## config.mk

```make
export PLATFORM = sky130hd
export DESIGN_NAME = uart_nids_link_flat
export DESIGN_NICKNAME = d
export VERILOG_FILES = /design/src/rtl/uart_nids_link_if.sv /design/src/rtl/uart_nids_link.sv /design/src/flat_wrapper.sv
export SDC_FILE = /design/constraint.sdc
export NUM_CORES = 1
export LEC_CHECK = 0
export BUFFER_PORTS_ARGS = -buffer_cell sky130_fd_sc_hd__clkbuf_2
export CAP_MARGIN = 20
export CORE_ASPECT_RATIO = 1.75
export CORE_MARGIN = 2
export CORE_UTILIZATION = 30
export CTS_CLUSTER_SIZE = 20
export DETAILED_ROUTE_END_ITERATION = 7
export SYNTH_ARGS = -nofsm -noshare
export SYNTH_HDL_FRONTEND = slang
export SYNTH_SLANG_ARGS = --single-unit
```

## constraint.sdc

```tcl
create_clock -name i_clk -period 6.1 [get_ports i_clk]
set_input_delay 0.305 -clock i_clk [delete_from_list [all_inputs] [get_ports i_clk]]
set_output_delay 0.305 -clock i_clk [all_outputs]
set_load 0.005 [all_outputs]
```

## src/rtl/uart_nids_link_if.sv

```systemverilog
// Byte-stream handshake bundle between the UART core and the NIDS link engine.
// The slave modport is the link engine's view; the master modport is the UART side.
`timescale 1ns/1ps

interface uart_nids_link_if;
   logic [7:0] rx_data;
   logic       rx_valid;
   logic       rx_ready;
   logic [7:0] tx_data;
   logic       tx_valid;
   logic       tx_ready;

   modport master (
      output rx_data,
      output rx_valid,
      input  rx_ready,
      input  tx_data,
      input  tx_valid,
      output tx_ready
   );

   modport slave (
      input  rx_data,
      input  rx_valid,
      output rx_ready,
      output tx_data,
      output tx_valid,
      input  tx_ready
   );
endinterface

```

## src/rtl/uart_nids_link.sv

```systemverilog
// Framed command/response engine: parses SYNC,CMD,ARG,CHK host frames from UART RX,
// drives labels to the NIDS core and emits ACK/NAK, ping and alert frames on UART TX.
`timescale 1ns/1ps

module uart_nids_link #(
   parameter int         TIMEOUT_CYC = 520_833,
   parameter logic [7:0] SYNC_BYTE   = 8'hA5
) (
   input  logic                   i_clk,
   input  logic                   i_rst_n,
   uart_nids_link_if.slave        io_bus,
   input  logic                   i_alert_in,
   input  logic [7:0]             i_alert_code,
   output logic [7:0]             o_label_out,
   output logic                   o_label_valid,
   output logic [7:0]             o_err_cnt
);

   localparam int            CW      = $clog2(TIMEOUT_CYC + 1);
   localparam logic [CW-1:0] TO_LAST = CW'(TIMEOUT_CYC - 1);

   localparam logic [7:0] CMD_LABEL = 8'h4C;
   localparam logic [7:0] CMD_PING  = 8'h50;
   localparam logic [7:0] CMD_ALERT = 8'h41;
   localparam logic [7:0] RSP_ACK   = 8'h06;
   localparam logic [7:0] RSP_NAK   = 8'h15;
   localparam logic [7:0] NAK_CHK   = 8'h01;
   localparam logic [7:0] NAK_CMD   = 8'h02;

   typedef enum logic [1:0] {
      RX_HUNT,
      RX_CMD,
      RX_ARG,
      RX_CHK
   } rxState_t;

   typedef enum logic [2:0] {
      TX_IDLE,
      TX_SYNC,
      TX_B1,
      TX_B2,
      TX_CHK
   } txState_t;

   rxState_t      r_rxState;
   rxState_t      w_rxNext;
   txState_t      r_txState;
   txState_t      w_txNext;

   logic          r_rxReady;
   logic [7:0]    r_cmd;
   logic [7:0]    r_arg;
   logic [CW-1:0] r_toCnt;

   logic          r_respFull;
   logic [7:0]    r_respB1;
   logic [7:0]    r_respB2;

   logic          r_alertQ;
   logic          r_alertPend;
   logic [7:0]    r_alertCode;

   logic [7:0]    r_txB1;
   logic [7:0]    r_txB2;

   logic [7:0]    r_labelOut;
   logic          r_labelValid;
   logic [7:0]    r_errCnt;

   logic          w_accept;
   logic          w_timeout;
   logic          w_frameDone;
   logic          w_chkOk;
   logic          w_respGen;
   logic [7:0]    w_respB1;
   logic [7:0]    w_respB2;
   logic          w_protoErr;
   logic          w_labelLoad;
   logic          w_respDrop;
   logic          w_alertEdge;
   logic          w_alertDrop;
   logic          w_alertTake;
   logic          w_respTake;
   logic          w_errEvent;
   logic [7:0]    w_txData;
   logic          w_txValid;

   assign w_accept    = io_bus.rx_valid & r_rxReady;
   assign w_frameDone = w_accept && (r_rxState == RX_CHK);
   assign w_timeout   = (r_rxState != RX_HUNT) && !w_accept && (r_toCnt == TO_LAST);

   // A slot being handed to TX in this very cycle counts as free for a new entry.
   assign w_respDrop  = w_respGen && r_respFull && !w_respTake;
   assign w_alertEdge = i_alert_in & ~r_alertQ;
   assign w_alertDrop = w_alertEdge && r_alertPend && !w_alertTake;
   assign w_errEvent  = w_protoErr | w_respDrop | w_timeout | w_alertDrop;

   // RX frame parser: next-state logic, one step per accepted byte
   always_comb begin
      w_rxNext = r_rxState;
      if (w_timeout) begin
         w_rxNext = RX_HUNT;
      end else if (w_accept) begin
         case (r_rxState)
            RX_HUNT: begin
               if (io_bus.rx_data == SYNC_BYTE) begin
                  w_rxNext = RX_CMD;
               end
            end
            RX_CMD:  w_rxNext = RX_ARG;
            RX_ARG:  w_rxNext = RX_CHK;
            RX_CHK:  w_rxNext = RX_HUNT;
            default: w_rxNext = RX_HUNT;
         endcase
      end
   end

   // Frame decode happens as the checksum byte is accepted
   always_comb begin
      w_chkOk     = (io_bus.rx_data == (SYNC_BYTE ^ r_cmd ^ r_arg));
      w_respGen   = 1'b0;
      w_respB1    = 8'h00;
      w_respB2    = 8'h00;
      w_protoErr  = 1'b0;
      w_labelLoad = 1'b0;
      if (w_frameDone) begin
         w_respGen = 1'b1;
         if (!w_chkOk) begin
            w_respB1   = RSP_NAK;
            w_respB2   = NAK_CHK;
            w_protoErr = 1'b1;
         end else if (r_cmd == CMD_LABEL) begin
            w_respB1    = RSP_ACK;
            w_respB2    = CMD_LABEL;
            w_labelLoad = 1'b1;
         end else if (r_cmd == CMD_PING) begin
            w_respB1 = CMD_PING;
            w_respB2 = r_arg;
         end else begin
            w_respB1   = RSP_NAK;
            w_respB2   = NAK_CMD;
            w_protoErr = 1'b1;
         end
      end
   end

   // TX framer: alert has priority over the response slot when leaving IDLE
   always_comb begin
      w_txNext    = r_txState;
      w_alertTake = 1'b0;
      w_respTake  = 1'b0;
      w_txData    = 8'h00;
      w_txValid   = 1'b0;
      case (r_txState)
         TX_IDLE: begin
            if (r_alertPend) begin
               w_alertTake = 1'b1;
               w_txNext    = TX_SYNC;
            end else if (r_respFull) begin
               w_respTake = 1'b1;
               w_txNext   = TX_SYNC;
            end
         end
         TX_SYNC: begin
            w_txValid = 1'b1;
            w_txData  = SYNC_BYTE;
            if (io_bus.tx_ready) w_txNext = TX_B1;
         end
         TX_B1: begin
            w_txValid = 1'b1;
            w_txData  = r_txB1;
            if (io_bus.tx_ready) w_txNext = TX_B2;
         end
         TX_B2: begin
            w_txValid = 1'b1;
            w_txData  = r_txB2;
            if (io_bus.tx_ready) w_txNext = TX_CHK;
         end
         TX_CHK: begin
            w_txValid = 1'b1;
            w_txData  = SYNC_BYTE ^ r_txB1 ^ r_txB2;
            if (io_bus.tx_ready) w_txNext = TX_IDLE;
         end
         default: w_txNext = TX_IDLE;
      endcase
   end

   // RX state, argument latches and inter-byte timeout counter
   always_ff @(posedge i_clk) begin
      if (!i_rst_n) begin
         r_rxState <= RX_HUNT;
         r_rxReady <= 1'b0;
         r_cmd     <= 8'h00;
         r_arg     <= 8'h00;
         r_toCnt   <= '0;
      end else begin
         r_rxState <= w_rxNext;
         r_rxReady <= 1'b1;
         if (w_accept && (r_rxState == RX_CMD)) r_cmd <= io_bus.rx_data;
         if (w_accept && (r_rxState == RX_ARG)) r_arg <= io_bus.rx_data;
         if (w_accept || w_timeout || (r_rxState == RX_HUNT)) begin
            r_toCnt <= '0;
         end else begin
            r_toCnt <= r_toCnt + CW'(1);
         end
      end
   end

   // Response and alert pending slots feeding the TX framer
   always_ff @(posedge i_clk) begin
      if (!i_rst_n) begin
         r_respFull  <= 1'b0;
         r_respB1    <= 8'h00;
         r_respB2    <= 8'h00;
         r_alertQ    <= 1'b0;
         r_alertPend <= 1'b0;
         r_alertCode <= 8'h00;
      end else begin
         r_alertQ <= i_alert_in;
         if (w_respGen && !w_respDrop) begin
            r_respFull <= 1'b1;
            r_respB1   <= w_respB1;
            r_respB2   <= w_respB2;
         end else if (w_respTake) begin
            r_respFull <= 1'b0;
         end
         if (w_alertEdge && !w_alertDrop) begin
            r_alertPend <= 1'b1;
            r_alertCode <= i_alert_code;
         end else if (w_alertTake) begin
            r_alertPend <= 1'b0;
         end
      end
   end

   // TX state and the payload of the frame currently being sent
   always_ff @(posedge i_clk) begin
      if (!i_rst_n) begin
         r_txState <= TX_IDLE;
         r_txB1    <= 8'h00;
         r_txB2    <= 8'h00;
      end else begin
         r_txState <= w_txNext;
         if (w_alertTake) begin
            r_txB1 <= CMD_ALERT;
            r_txB2 <= r_alertCode;
         end else if (w_respTake) begin
            r_txB1 <= r_respB1;
            r_txB2 <= r_respB2;
         end
      end
   end

   // Label output and the saturating error counter (at most +1 per cycle)
   always_ff @(posedge i_clk) begin
      if (!i_rst_n) begin
         r_labelOut   <= 8'h00;
         r_labelValid <= 1'b0;
         r_errCnt     <= 8'h00;
      end else begin
         r_labelValid <= w_labelLoad;
         if (w_labelLoad) r_labelOut <= r_arg;
         if (w_errEvent && (r_errCnt != 8'hFF)) r_errCnt <= r_errCnt + 8'h01;
      end
   end

   assign io_bus.rx_ready = r_rxReady;
   assign io_bus.tx_data  = w_txData;
   assign io_bus.tx_valid = w_txValid;
   assign o_label_out     = r_labelOut;
   assign o_label_valid   = r_labelValid;
   assign o_err_cnt       = r_errCnt;

endmodule

```

## src/flat_wrapper.sv

```systemverilog
// flat-port wrapper written by rule: the top's interface ports become plain ports
module uart_nids_link_flat 
#(
   parameter int         TIMEOUT_CYC = 520_833,
   parameter logic [7:0] SYNC_BYTE   = 8'hA5
)
  (i_clk, i_rst_n, i_alert_in, i_alert_code, o_label_out, o_label_valid, o_err_cnt, io_bus_rx_data, io_bus_rx_valid, io_bus_rx_ready, io_bus_tx_data, io_bus_tx_valid, io_bus_tx_ready);
  uart_nids_link_if io_bus_i ();
  input  logic i_clk;
  input  logic i_rst_n;
  input  logic i_alert_in;
  input  logic [7:0] i_alert_code;
  output logic [7:0] o_label_out;
  output logic o_label_valid;
  output logic [7:0] o_err_cnt;
  input wire logic [$bits(io_bus_i.rx_data)-1:0] io_bus_rx_data;
  input wire logic [$bits(io_bus_i.rx_valid)-1:0] io_bus_rx_valid;
  output wire logic [$bits(io_bus_i.rx_ready)-1:0] io_bus_rx_ready;
  output wire logic [$bits(io_bus_i.tx_data)-1:0] io_bus_tx_data;
  output wire logic [$bits(io_bus_i.tx_valid)-1:0] io_bus_tx_valid;
  input wire logic [$bits(io_bus_i.tx_ready)-1:0] io_bus_tx_ready;
  assign io_bus_i.rx_data = io_bus_rx_data;
  assign io_bus_i.rx_valid = io_bus_rx_valid;
  assign io_bus_rx_ready = io_bus_i.rx_ready;
  assign io_bus_tx_data = io_bus_i.tx_data;
  assign io_bus_tx_valid = io_bus_i.tx_valid;
  assign io_bus_i.tx_ready = io_bus_tx_ready;
  uart_nids_link #(.TIMEOUT_CYC(TIMEOUT_CYC), .SYNC_BYTE(SYNC_BYTE)) u_core (.i_clk(i_clk), .i_rst_n(i_rst_n), .io_bus(io_bus_i), .i_alert_in(i_alert_in), .i_alert_code(i_alert_code), .o_label_out(o_label_out), .o_label_valid(o_label_valid), .o_err_cnt(o_err_cnt));
endmodule
```

==> flow_summary.ini <==
[timing]
period_share = 0.416
fin_skew_ns = 0.00498
setup_viol = 0
setup_tns_ns = 0
hold_slack_ns = 0.188
rsz0062_at_grt = no
hold_viol = 0
tightest_slew_ns = 1.03
slew_viol_final = 0
min_period_ns = 2.54
relSlewSlack = 0.310
clock.fmax_mhz = 394
finalWorstSetupSlack_ns = 3.56

[synth]
ys_seq_area_frac = 0.440
yosys-top-cells-area = dfxtp_1 44%, mux2i_1 9.7%, nor2_1 8.4%, a21oi_1 3.1%, xnor3_1 3.1%
synth_flop_cell = dfxtp_1
synth_area_per_cell_sq_um = 9.02
ys_warn_count = 0
synthCells = 479
synth_top_cell_by_area = dfxtp_1
synth_cell_types = 56
ys_seq_elements = 95
netlist_area_sq_um = 4320
synth-edff-count = 0
synth_nets = 507
async_flop_share = 0
synthDominantCellAreaShare = 0.440

[grt]
grt_max_degree = 63
grt_overflow_total = 0
grt_usage = 0.133
grt_pass1_wl_mm = 16.1
grt_pass1_vias = 3375
antenna_found_initial = 0

[final_layout]
layout_common_cells = 97 x nor2_1, 95 x dfxtp_1, 47 x clkbuf_2, 42 x mux2i_1, 34 x nand2_1
drive_above_1_share = 0.147
fin_nets = 547
layout_commonest_cell = nor2_1
diodes = 0
design_area_sq_um = 5000
syn_to_final_growth_pct = 15.8
utilization = 0.352

[setup_path]
cp-start-kind = register
slowest_delay_ns = 0.48
end_kind = register
critPathArrivalTime_ns = 2.73
crit_path_max_fanout = 9
critical_path.top_delay_family = simple AND/OR/NAND/NOR gates
critical_path_class = reg -> reg
critPathSlowestCell = nor4_1
required_ns = 6.30
crit_buf_inv = 0
crit_chain = xor3_1, nor4_1, and2_1, nand3b_1, mux2i_1, nor2_1

[floorplan]
placement_rows = 58
die_h_um = 163
ios = 48
core_sq_um = 14200
dieWidth_um = 94.7
die-area_sq_um = 15400
initial_core_util = 0.304

[clocking]
clk_latency_ns = 0.35
htreeDepth = 3
cts_tree = yes
cts.clk_slew.worst_paths_ns = 0.07
cts_sinks = 95
cts_made_buffers = 9
cts_resized = 0
cts_root_buf = clkbuf_16
post_cts_buffers = 0
holdBufCountCts = 0
cts_max_path_buffers = 2

[drt]
vias_per_cell = 4.91
routed_wl_mm = 9.92
ant_nets = 0
routedWlPerCell_um = 14.1
drt_iter0_markers = 154
post-route-drc-count = 0
firstDrtPassIters = 4
vias = 3457

[placement]
dp_hpwl_mm = 7.59
postPlaceCellArea_sq_um = 4700
gp_congestion = 0.858
io_buffers = 47
dp_slack_ns = 3.56

[status]
status = finished, final reports clean

[power_and_ir_drop]
p_leak_nw = 2.10
ir_drop_mv = 0.142
powerDensity_nw_per_um2 = 260

[run]
max-cap-violations = 0

[hold_path]
timing.hold.worst.class = in -> reg
## final timing paths
check / start / to / slack (ns) / depth (start not counted)
setup / recovery: u_core.r_arg[3] / u_core.o_label_out[5] / 3.56 / 6
hold / removal: i_alert_code[3] / u_core.r_alertCode[3] / 0.19 / 3
setup reg to reg: u_core.r_arg[3] / u_core.o_label_out[5] / 3.56 / 6
hold reg to reg: u_core.r_respB2[3] / u_core.r_respB2[3] / 0.46 / 2
## worst reg2reg max path, cell delays in order (launching register included)
cell and delay [ns]:
dfxtp_1 0.41, xor3_1 0.45, nor4_1 0.48, and2_1 0.25, nand3b_1 0.43, mux2i_1 0.31
nor2_1 0.06
## registers in the layout, summed over array words and instances, names as in the netlist
signal                  count
u_core.r_alertPend          1
u_core.o_err_cnt            8
u_core.o_label_out          8
u_core.r_arg                8
u_core.o_label_valid        1
u_core.r_txB1               5
u_core.r_respB1             5
u_core.r_txB2               8
u_core.io_bus.rx_ready      1
u_core.r_respB2             8
u_core.r_cmd                8
u_core.r_alertQ             1
u_core.r_rxState            2
u_core.r_respFull           1
u_core.r_alertCode          8
u_core.r_txState            3
u_core.r_toCnt             19
## routing by layer
layer  GRT usage  wire length, um  part of all wire
met1       0.138             3790              0.38
met2       0.245             5490              0.55
met3      0.0305              311             0.031
met4      0.0659              329             0.033
met5           0                0                 0
## metrics by stage
stage | instances | total power [mW]
5_1_grt | 704 | 1.35
6_report | 704 | 1.30
3_3_place_gp | 688 | 0.740
2_1_floorplan | 479 | 0.711
4_1_cts | 704 | 1.32
3_5_place_dp | 688 | 0.743
## report_power, final
group | leakage [nW] | total [mW] | switching, mW | internal (mW)
sequential | 0.769 | 0.648 | 0.0147 | 0.633
clock | 0.144 | 0.572 | 0.250 | 0.323
combinational | 1.19 | 0.0804 | 0.0477 | 0.0327
## Yosys cell counts, drive strengths merged, types with 2 or more instances
library cell,n
nand2,34
o21ai,15
inv,11
a21oi,27
xnor2,12
clkbuf,12
and2,4
nand3b,3
xor2,9
nand2b,3
and4,2
o21bai,2
or2,4
o22ai,6
nor2,98
and3,5
or3,4
nand4,5
nor2b,3
ha,7
nor4,5
buf,6
nor3,4
o211ai,4
xnor3,6
a22oi,4
xor3,2
a211oi,8
dfxtp,95
nand3,19
mux2i,42
## layout make-up
| type | count | area (sq um) |
|---|---|---|
| clock inverter | 7 | 78.8 |
| clock buffer | 9 | 225 |
| inverter | 12 | 45.0 |
| tap | 180 | 225 |
| sequential | 95 | 1900 |
| fill | 1552 | 9220 |
| timing repair buffer | 47 | 235 |
| multi-input combinational | 354 | 2290 |
## cell families after synthesis
group | count (synthesis) | share of synthesized area
AOI/OAI and AO/OA | 77 | 0.111
xor gates and xnor gates | 29 | 0.0849
adders and majority gates | 7 | 0.0203
buffers and inverters | 30 | 0.0293
DFF | 95 | 0.440
muxes | 42 | 0.0973
and+or+nand+nor | 199 | 0.217
Note: power is estimated with default switching activity, not from simulation.
